**src/rtl/seg_pkg.sv**
```systemverilog
// Shared constants for the seven-segment display path: active-high hex glyphs,
// all-off/all-on patterns and the digit-index width helper.
package seg_pkg;

  localparam logic [6:0] SEG_HEX_0 = 7'h3F;
  localparam logic [6:0] SEG_HEX_1 = 7'h06;
  localparam logic [6:0] SEG_HEX_2 = 7'h5B;
  localparam logic [6:0] SEG_HEX_3 = 7'h4F;
  localparam logic [6:0] SEG_HEX_4 = 7'h66;
  localparam logic [6:0] SEG_HEX_5 = 7'h6D;
  localparam logic [6:0] SEG_HEX_6 = 7'h7D;
  localparam logic [6:0] SEG_HEX_7 = 7'h07;
  localparam logic [6:0] SEG_HEX_8 = 7'h7F;
  localparam logic [6:0] SEG_HEX_9 = 7'h6F;
  localparam logic [6:0] SEG_HEX_A = 7'h77;
  localparam logic [6:0] SEG_HEX_B = 7'h7C;
  localparam logic [6:0] SEG_HEX_C = 7'h39;
  localparam logic [6:0] SEG_HEX_D = 7'h5E;
  localparam logic [6:0] SEG_HEX_E = 7'h79;
  localparam logic [6:0] SEG_HEX_F = 7'h71;

  localparam logic [6:0] SEG_OFF = 7'h00;
  localparam logic [6:0] SEG_ALL = 7'h7F;

  // Width of the digit index; never below one bit.
  function automatic int unsigned idx_width(input int unsigned digits);
    return (digits > 1) ? $clog2(digits) : 1;
  endfunction

endpackage

```
**src/rtl/seg7_hex_decode.sv**
```systemverilog
// Hex nibble to active-high {g,f,e,d,c,b,a} segment pattern.
module seg7_hex_decode
  import seg_pkg::*;
(
  input  logic [3:0] nibble,
  output logic [6:0] seg
);

  always_comb begin
    seg = SEG_OFF;
    case (nibble)
      4'h0: seg = SEG_HEX_0;
      4'h1: seg = SEG_HEX_1;
      4'h2: seg = SEG_HEX_2;
      4'h3: seg = SEG_HEX_3;
      4'h4: seg = SEG_HEX_4;
      4'h5: seg = SEG_HEX_5;
      4'h6: seg = SEG_HEX_6;
      4'h7: seg = SEG_HEX_7;
      4'h8: seg = SEG_HEX_8;
      4'h9: seg = SEG_HEX_9;
      4'hA: seg = SEG_HEX_A;
      4'hB: seg = SEG_HEX_B;
      4'hC: seg = SEG_HEX_C;
      4'hD: seg = SEG_HEX_D;
      4'hE: seg = SEG_HEX_E;
      4'hF: seg = SEG_HEX_F;
      default: seg = SEG_OFF;
    endcase
  end

endmodule

```
**src/rtl/seg_scan_ctrl.sv**
```systemverilog
// Multiplexed seven-segment scanner: prescaled digit slots with a dead cycle,
// frame-synchronous double buffering, leading-zero blanking and output polarity.
module seg_scan_ctrl
  import seg_pkg::*;
#(
  parameter int unsigned DIGITS         = 4,
  parameter int unsigned SCAN_DIV       = 50000,
  parameter int unsigned DIV_W          = 16,
  parameter int unsigned EN_ACTIVE_LOW  = 1,
  parameter int unsigned SEG_ACTIVE_LOW = 1
) (
  input  logic                  clk,
  input  logic                  reset,
  input  logic                  enable,
  input  logic [4*DIGITS-1:0]   data_in,
  input  logic [DIGITS-1:0]     dp_in,
  input  logic                  blank_lz,
  input  logic                  load,
  output logic [DIGITS-1:0]     en,
  output logic [6:0]            y,
  output logic                  dp,
  output logic                  frame_start
);

  localparam int unsigned       IDX_W    = idx_width(DIGITS);
  localparam logic [DIV_W-1:0]  CNT_MAX  = DIV_W'(SCAN_DIV - 1);
  localparam logic [IDX_W-1:0]  IDX_LAST = IDX_W'(DIGITS - 1);
  localparam logic [DIGITS-1:0] EN_INV   = (EN_ACTIVE_LOW != 0) ? '1 : '0;
  localparam logic [6:0]        SEG_INV  = (SEG_ACTIVE_LOW != 0) ? SEG_ALL : SEG_OFF;
  localparam logic              DP_INV   = (SEG_ACTIVE_LOW != 0);

  logic [DIV_W-1:0]    cnt;
  logic [IDX_W-1:0]    idx;
  logic                dead;
  logic [4*DIGITS-1:0] act_data;
  logic [DIGITS-1:0]   act_dp;
  logic [4*DIGITS-1:0] pend_data;
  logic [DIGITS-1:0]   pend_dp;
  logic                pend_valid;

  logic                tick;
  logic                boundary;
  logic [3:0]          cur_nib;
  logic [6:0]          seg_raw;
  logic [DIGITS-1:0]   onehot;
  logic [DIGITS-1:0]   lz_blank;
  logic                digit_blank;

  assign tick     = enable && (cnt == CNT_MAX);
  assign boundary = tick && (idx == IDX_LAST);
  assign cur_nib  = act_data[4*idx +: 4];

  seg7_hex_decode u_dec (
    .nibble (cur_nib),
    .seg    (seg_raw)
  );

  always_comb begin
    onehot      = '0;
    onehot[idx] = 1'b1;
  end

  // lz_blank[i] is set when nibbles i..DIGITS-1 are all zero; digit 0 stays clear.
  always_comb begin
    logic zero_run;
    zero_run = 1'b1;
    lz_blank = '0;
    for (int unsigned i = DIGITS - 1; i > 0; i--) begin
      zero_run    = zero_run && (act_data[4*i +: 4] == 4'h0);
      lz_blank[i] = zero_run;
    end
  end

  assign digit_blank = blank_lz && lz_blank[idx];

  always_ff @(posedge clk or negedge reset) begin
    if (!reset) begin
      cnt  <= '0;
      idx  <= '0;
      dead <= 1'b0;
    end else begin
      dead <= tick;
      if (enable) begin
        if (tick) begin
          cnt <= '0;
          idx <= (idx == IDX_LAST) ? '0 : idx + 1'b1;
        end else begin
          cnt <= cnt + 1'b1;
        end
      end
    end
  end

  // A load landing on the frame boundary goes straight to the active buffer.
  always_ff @(posedge clk or negedge reset) begin
    if (!reset) begin
      act_data   <= '0;
      act_dp     <= '0;
      pend_data  <= '0;
      pend_dp    <= '0;
      pend_valid <= 1'b0;
    end else if (boundary) begin
      if (load) begin
        act_data <= data_in;
        act_dp   <= dp_in;
      end else if (pend_valid) begin
        act_data <= pend_data;
        act_dp   <= pend_dp;
      end
      pend_valid <= 1'b0;
    end else if (load) begin
      pend_data  <= data_in;
      pend_dp    <= dp_in;
      pend_valid <= 1'b1;
    end
  end

  always_ff @(posedge clk or negedge reset) begin
    if (!reset) begin
      en          <= EN_INV;
      y           <= SEG_INV;
      dp          <= DP_INV;
      frame_start <= 1'b0;
    end else begin
      frame_start <= dead && (idx == '0);
      if (!enable || dead) begin
        en <= EN_INV;
        y  <= SEG_INV;
        dp <= DP_INV;
      end else begin
        en <= onehot ^ EN_INV;
        if (digit_blank) begin
          y  <= SEG_INV;
          dp <= DP_INV;
        end else begin
          y  <= seg_raw ^ SEG_INV;
          dp <= act_dp[idx] ^ DP_INV;
        end
      end
    end
  end

endmodule

```
**config.mk**
```make
export PLATFORM = sky130hd
export DESIGN_NAME = seg_scan_ctrl
export DESIGN_NICKNAME = d
export VERILOG_FILES = /design/src/rtl/seg_pkg.sv /design/src/rtl/seg7_hex_decode.sv /design/src/rtl/seg_scan_ctrl.sv
export SDC_FILE = /design/constraint.sdc
export NUM_CORES = 1
export LEC_CHECK = 0
export BUFFER_PORTS_ARGS = -buffer_cell sky130_fd_sc_hd__buf_2
export CAP_MARGIN = 5
export CORE_MARGIN = 2
export CORE_UTILIZATION = 40
export CTS_CLUSTER_DIAMETER = 60
export CTS_CLUSTER_SIZE = 30
export DETAILED_ROUTE_END_ITERATION = 6
export SYNTH_ARGS = -nofsm -noshare
export SYNTH_HDL_FRONTEND = slang
export SYNTH_HIERARCHICAL = 1
export SYNTH_SLANG_ARGS = --single-unit
```
**constraint.sdc**
```tcl
create_clock -name clk -period 2.9 [get_ports clk]
set_clock_uncertainty 0.15 [all_clocks]
set_input_delay 0 -clock clk [delete_from_list [all_inputs] [get_ports clk]]
set_output_delay 0 -clock clk [all_outputs]
set_load 0.01 [all_outputs]
```
==> results.py, run 1 <==
metrics = {
    "placed_design": {
        "place_hpwl_um": 4910,
        "placed_area_mm2": 0.00396,
        "io_buffers": 37,
        "place.gp.congestion": 0.751,
    },
    "die": {
        "die_area_mm2": 0.00993,
        "die-width_um": 99.6,
        "rows": 34,
        "io_pins": 38,
        "die_h_um": 99.6,
        "initial_utilization": 0.415,
        "core_area_mm2": 0.00881,
    },
    "clock_tree": {
        "clock_sinks": 73,
        "cts_buffers": 9,
        "cts_tree": "done",
        "insertion_delay_ns": 0.34,
        "htreeDepth": 3,
        "cts_buffer_depth": 2,
        "postCtsSetupBuffers": 0,
        "clk_pin_slew_ns": 0.07,
        "cts-root-buf": "clkbuf_8",
    },
    "worst_setup_path": {
        "path_depth": 5,
        "critPathArrivalTime_ns": 2.66,
        "r2r_slack_ns": 0.32,
        "r2r-end": "act_data[3]",
        "slowest_delay_ns": 0.57,
        "path_class": "register to register",
        "slowest_stage": "or4_4",
        "crit_fanout": 12,
        "crit_family": "simple AND/OR/NAND/NOR gates",
        "crit_chain": "or4b_1 > or4_4 > inv_2 > nand3_1 > o221a_2",
        "setup.worst_path.end": "act_data[3]",
        "reg2reg_depth": 5,
        "crit_path_start": "cnt[7]",
        "worst-path-buf-inv": 1,
        "r2r-start": "cnt[7]",
        "endpoint_kind": "register",
        "required_ns": 2.98,
        "crit_path_start_kind": "register",
    },
    "timing": {
        "drv_slew": 0,
        "fin_crit_sh": 0.891,
        "setup_tns_ns": 0,
        "worstMarginPinSlew_ns": 0.858,
        "slew_headroom": 0.427,
        "rsz0062_at_grt": "false",
        "hold_violations": 0,
        "finalCriticalPeriod_ns": 2.58,
        "final-setup-viol-count": 0,
        "timing.fmax_mhz": 387,
    },
    "finish": {
        "fin_area_mm2": 0.00437,
        "nets": 410,
        "syn_to_final_growth_pct": 19.4,
        "diodes": 0,
        "drive_above_1_share": 0.291,
    },
    "yosys": {
        "synth_area_per_cell_um2": 11.7,
        "synthesis.nets": 350,
        "ys_warn_count": 6,
        "synth-edff-count": 0,
        "ys_seq_area_frac": 0.503,
        "synthCells": 313,
        "syn_area_mm2": 0.00366,
        "ys.flop_type": "dfrtp_1",
        "synth_seq_cells": 73,
        "synth.distinct_cells": 51,
        "async_reset_ff_frac": 1.00,
    },
    "global_route": {
        "grt_overflow_total": 0,
        "grt_pass1_wl_um": 12700,
        "antenna_found_initial": 0,
        "grt_usage": 0.162,
        "grt_pass1_vias": 2560,
        "grt_max_degree": 74,
    },
    "drt": {
        "routedWlPerCell_um": 15.2,
        "dr.pass1.iters": 4,
        "drt-initial-drc-count": 128,
        "drtAntennaViolNets": 0,
        "viasPerCell": 5.26,
        "routed_wl_um": 7380,
        "vias": 2555,
        "drc": 0,
    },
    "power": {
        "ir_drop_v": 0.000255,
        "power_density_mw_per_mm2": 495,
        "fin_total_pwr_mw": 2.16,
        "p_leak_nw": 1.97,
    },
    "outcome": {
        "status": "finished clean",
    },
    "run": {
        "max_cap_violations": 0,
    },
    "hold_path": {
        "hold_path.class": "input pin to register",
    },
}
## synthesized netlist by cell type, drive strengths merged (6+ instances only)
| cell | instances | share of area |
|---|---|---|
| a21oi | 16 | 0.022 |
| nand4 | 7 | 0.012 |
| dfstp | 12 | 0.086 |
| inv | 14 | 0.014 |
| nor3 | 6 | 0.0082 |
| nand2 | 12 | 0.012 |
| clkbuf | 11 | 0.011 |
| dfrtp | 61 | 0.42 |
| and3b | 12 | 0.029 |
| ha | 12 | 0.041 |
| nor2 | 17 | 0.017 |
| nand3 | 16 | 0.022 |
| buf | 7 | 0.014 |
| xnor2 | 7 | 0.017 |
| o2bb2ai | 13 | 0.031 |
| mux4 | 6 | 0.038 |
| o221a | 6 | 0.018 |
| mux2 | 24 | 0.074 |
## flip-flops by register name, indices dropped and copies added, names as in the netlist
name,cells
frame_start,1
en,4
pend_valid,1
pend_dp,4
pend_data,16
idx,2
dead,1
y,7
act_dp,4
dp,1
cnt,16
act_data,16
## power by group
part	switching, mW	internal, mW	total, mW
Sequential	0.0706	1.10	1.17
Combinational	0.114	0.130	0.244
Clock	0.366	0.381	0.747
## stage by stage
step	util	cells	hold slack (ns)	setup slack, ns
after CTS	0.496	486	0.0394	0.316
after global routing	0.496	486	0.0724	0.191
after global placement	0.450	448	-0.0836	0.379
after floorplan	-	313	-0.446	0.461
after detailed placement	0.450	448	-0.0817	0.327
final	0.496	486	0.0318	0.317
## worst min path at each step
stage,from,endpoint,cells past startpoint,slack [ns]
floorplan,reset,act_data[0],0,-0.45
global placement,reset,pend_data[5],2,-0.08
detailed placement,reset,act_data[6],2,-0.08
CTS,blank_lz,y[1],4,0.04
global route,blank_lz,y[2],4,0.07
finish,blank_lz,y[2],4,0.03
## layout make-up
type,count,area (um2)
fillers,798,4440
flip-flops and latches,73,1840
multi-input cells,208,1670
repair buffers,67,478
clock buffers,14,173
well taps,108,135
inverters,14,52.6
clock inverters,2,12.5
## layer usage
metal / global-route usage / vias to the layer above / part of all wire
met3: 0.0379 / 7 / 0.034
met4: 0.0495 / 0 / 0.011
li1: - / 1285 / -
met1: 0.239 / 1219 / 0.52
met2: 0.238 / 44 / 0.44
met5: 0 / - / 0
## cell families after synthesis
group	share of synthesized area
fa+ha+maj	0.0410
mux	0.120
compound gates	0.116
flops	0.503
simple gates	0.151
buf+inv	0.0400
xor+xnor	0.0287
## tightest hold or removal path, cell delays in order
cell     delay [ns]
buf_2          0.11
nand2_1        0.05
a21o_1         0.25
nand3_1        0.11
## repair_timing
action	4_1_cts	5_1_grt
gates resized for setup	0	0
hold endpoints to repair	118	0
hold buffers	22	0
## cells in the final DEF (no fill, tap or decap), types with 13 or more instances in the layout
master	instances
inv_1	13
o2bb2ai_1	13
dlygate4sd3_1	22
nand3_1	16
nor2_1	17
a21oi_1	16
mux2_2	23
dfrtp_1	61
buf_2	37
Power figures use the tool's default switching activity.
==> run 2: changes to the inputs <==
Settings changed: REMOVE_ABC_BUFFERS set to 1.
==> run 2 against run 1 <==
  * Die area is the same
  * Global-route usage increased by 0.43 points
  * Clock power rose by 22%
  * Critical path depth is the same
  * Routed wire length grew 1.2%
  * Sequential share of layout area decreased by 0.28 points
  * Cell area increased by 0.66%
  * Critical endpoint unchanged
  * Worst setup slack better by 0.0033 ns
  * Sequential power barely moved
==> results.py, run 2 (synthesized netlist as in run 1, its figures left out) <==
metrics = {
    "clock_tree": {
        "insertion_delay_ns": 0.35,
        "cts_buffer_depth": 2,
        "cts-root-buf": "clkbuf_8",
        "cts_buffers": 9,
        "cts_tree": "done",
        "cts_hold_buffers": 22,
        "htreeDepth": 3,
        "postCtsSetupBuffers": 0,
        "clock_sinks": 73,
        "clk_pin_slew_ns": 0.07,
        "ctsResizeCount": 0,
    },
    "finish": {
        "final_cells": 483,
        "syn_to_final_growth_pct": 20.1,
        "drive_above_1_share": 0.288,
        "diodes": 0,
        "final_cell_mix": "61 x dfrtp_1, 37 x buf_2, 23 x mux2_2",
        "nets": 408,
        "layout_commonest_cell": "dfrtp_1",
        "reg.largest.list": "act_data: 16 flops, cnt: 16 flops, pend_data: 16 flops",
    },
    "timing": {
        "final-setup-viol-count": 0,
        "timing.fmax_mhz": 388,
        "hold_violations": 0,
        "finalCriticalPeriod_ns": 2.58,
        "hold_ws_ns": 0.0412,
        "fin_crit_sh": 0.890,
        "rsz0062_at_grt": "false",
        "worstMarginPinSlew_ns": 0.812,
        "drv_slew": 0,
        "slew_headroom": 0.458,
        "fin_ws_ns": 0.320,
    },
    "placed_design": {
        "place_ws_ns": 0.332,
        "place_hpwl_um": 4930,
        "io_buffers": 37,
        "place.gp.congestion": 0.790,
        "dp_cells": 446,
    },
    "power": {
        "p_leak_nw": 1.98,
        "fin_total_pwr_mw": 2.33,
        "power_density_mw_per_mm2": 530,
        "ir_drop_v": 0.000215,
    },
    "drt": {
        "routed_wl_um": 7470,
        "vias": 2569,
        "viasPerCell": 5.32,
        "dr.pass1.iters": 5,
        "drtAntennaViolNets": 0,
        "drt-initial-drc-count": 90,
        "routedWlPerCell_um": 15.5,
        "drc": 0,
    },
    "global_route": {
        "grt_overflow_total": 0,
        "grt_pass1_vias": 2646,
        "grt_max_degree": 74,
        "grt_usage": 0.166,
        "grt_pass1_wl_um": 12900,
        "antenna_found_initial": 0,
    },
    "worst_setup_path": {
        "crit_chain": "or4b_1 > or4_4 > inv_2 > nand3_1 > o221a_2",
        "crit_fanout": 12,
        "slowest_delay_ns": 0.57,
        "crit_path_start_kind": "register",
        "critPathArrivalTime_ns": 2.67,
        "endpoint_kind": "register",
        "path_class": "register to register",
        "required_ns": 2.99,
        "slowest_stage": "or4_4",
    },
    "die": {
        "core_area_mm2": 0.00881,
        "initial_utilization": 0.415,
        "io_pins": 38,
        "rows": 34,
        "die-width_um": 99.6,
        "die_h_um": 99.6,
        "die_area_mm2": 0.00993,
    },
    "hold_path": {
        "hold_path.class": "input pin to register",
    },
    "outcome": {
        "status": "finished clean",
    },
    "run": {
        "max_cap_violations": 0,
    },
}
[run 2: cell count changes in the layout (fill, tap and decap cells not counted), sizes merged]
cell      delta
clkinvlp     -1
buf          -2
clkinv       -1
clkbuf       -1
bufinv       +2
[run 2: cell type report]
type	instances	area, um2
fillers	803	4410
flip-flops and latches	73	1840
multi-input cells	208	1670
repair buffers	65	463
clock buffers	13	169
well taps	108	135
clock inverters	2	60.1
inverters	14	52.6
[run 2: worst paths after layout]
| kind | to | start | depth (start not counted) | slack [ns] |
|---|---|---|---|---|
| worst max-delay path | act_data[3] | cnt[7] | 5 | 0.32 |
| worst max register to register | act_data[3] | cnt[7] | 5 | 0.32 |
| max in group asynchronous | y[5] | reset | 3 | 2.20 |
| worst min register to register | cnt[15] | cnt[15] | 1 | 0.33 |
| worst min-delay path | y[3] | blank_lz | 4 | 0.04 |
| min in group asynchronous | pend_data[8] | reset | 3 | 0.06 |
[run 2: critical path, delay by kind of cell (launching register included)]
family,cells,cell delay (ns)
AOI/OAI and AO/OA,1,0.38
DFF,1,0.42
and+or+nand+nor,3,1.34
buffers and inverters,1,0.19
[run 2: routing by layer]
layer	track usage	share of wire	up-vias	wire length, um
met5	0	0	-	0
met4	0.0580	0.015	0	111
met3	0.0443	0.029	7	218
met2	0.252	0.45	38	3370
met1	0.232	0.50	1251	3770
li1	-	-	1273	-
[run 2: power by group]
part / switching [mW] / internal (mW) / leakage, nW
logic: 0.114 / 0.130 / 0.965
registers: 0.0775 / 1.10 / 0.902
clock network: 0.360 / 0.551 / 0.116
[run 2: metrics by stage]
stage	area [um2]	TNS [ns]	util
CTS	4400	0	0.499
global route	4400	0	0.499
finish	4400	0	0.499
global placement	3950	0	0.448
floorplan	3560	-3.82	-
detailed placement	3950	0	0.448
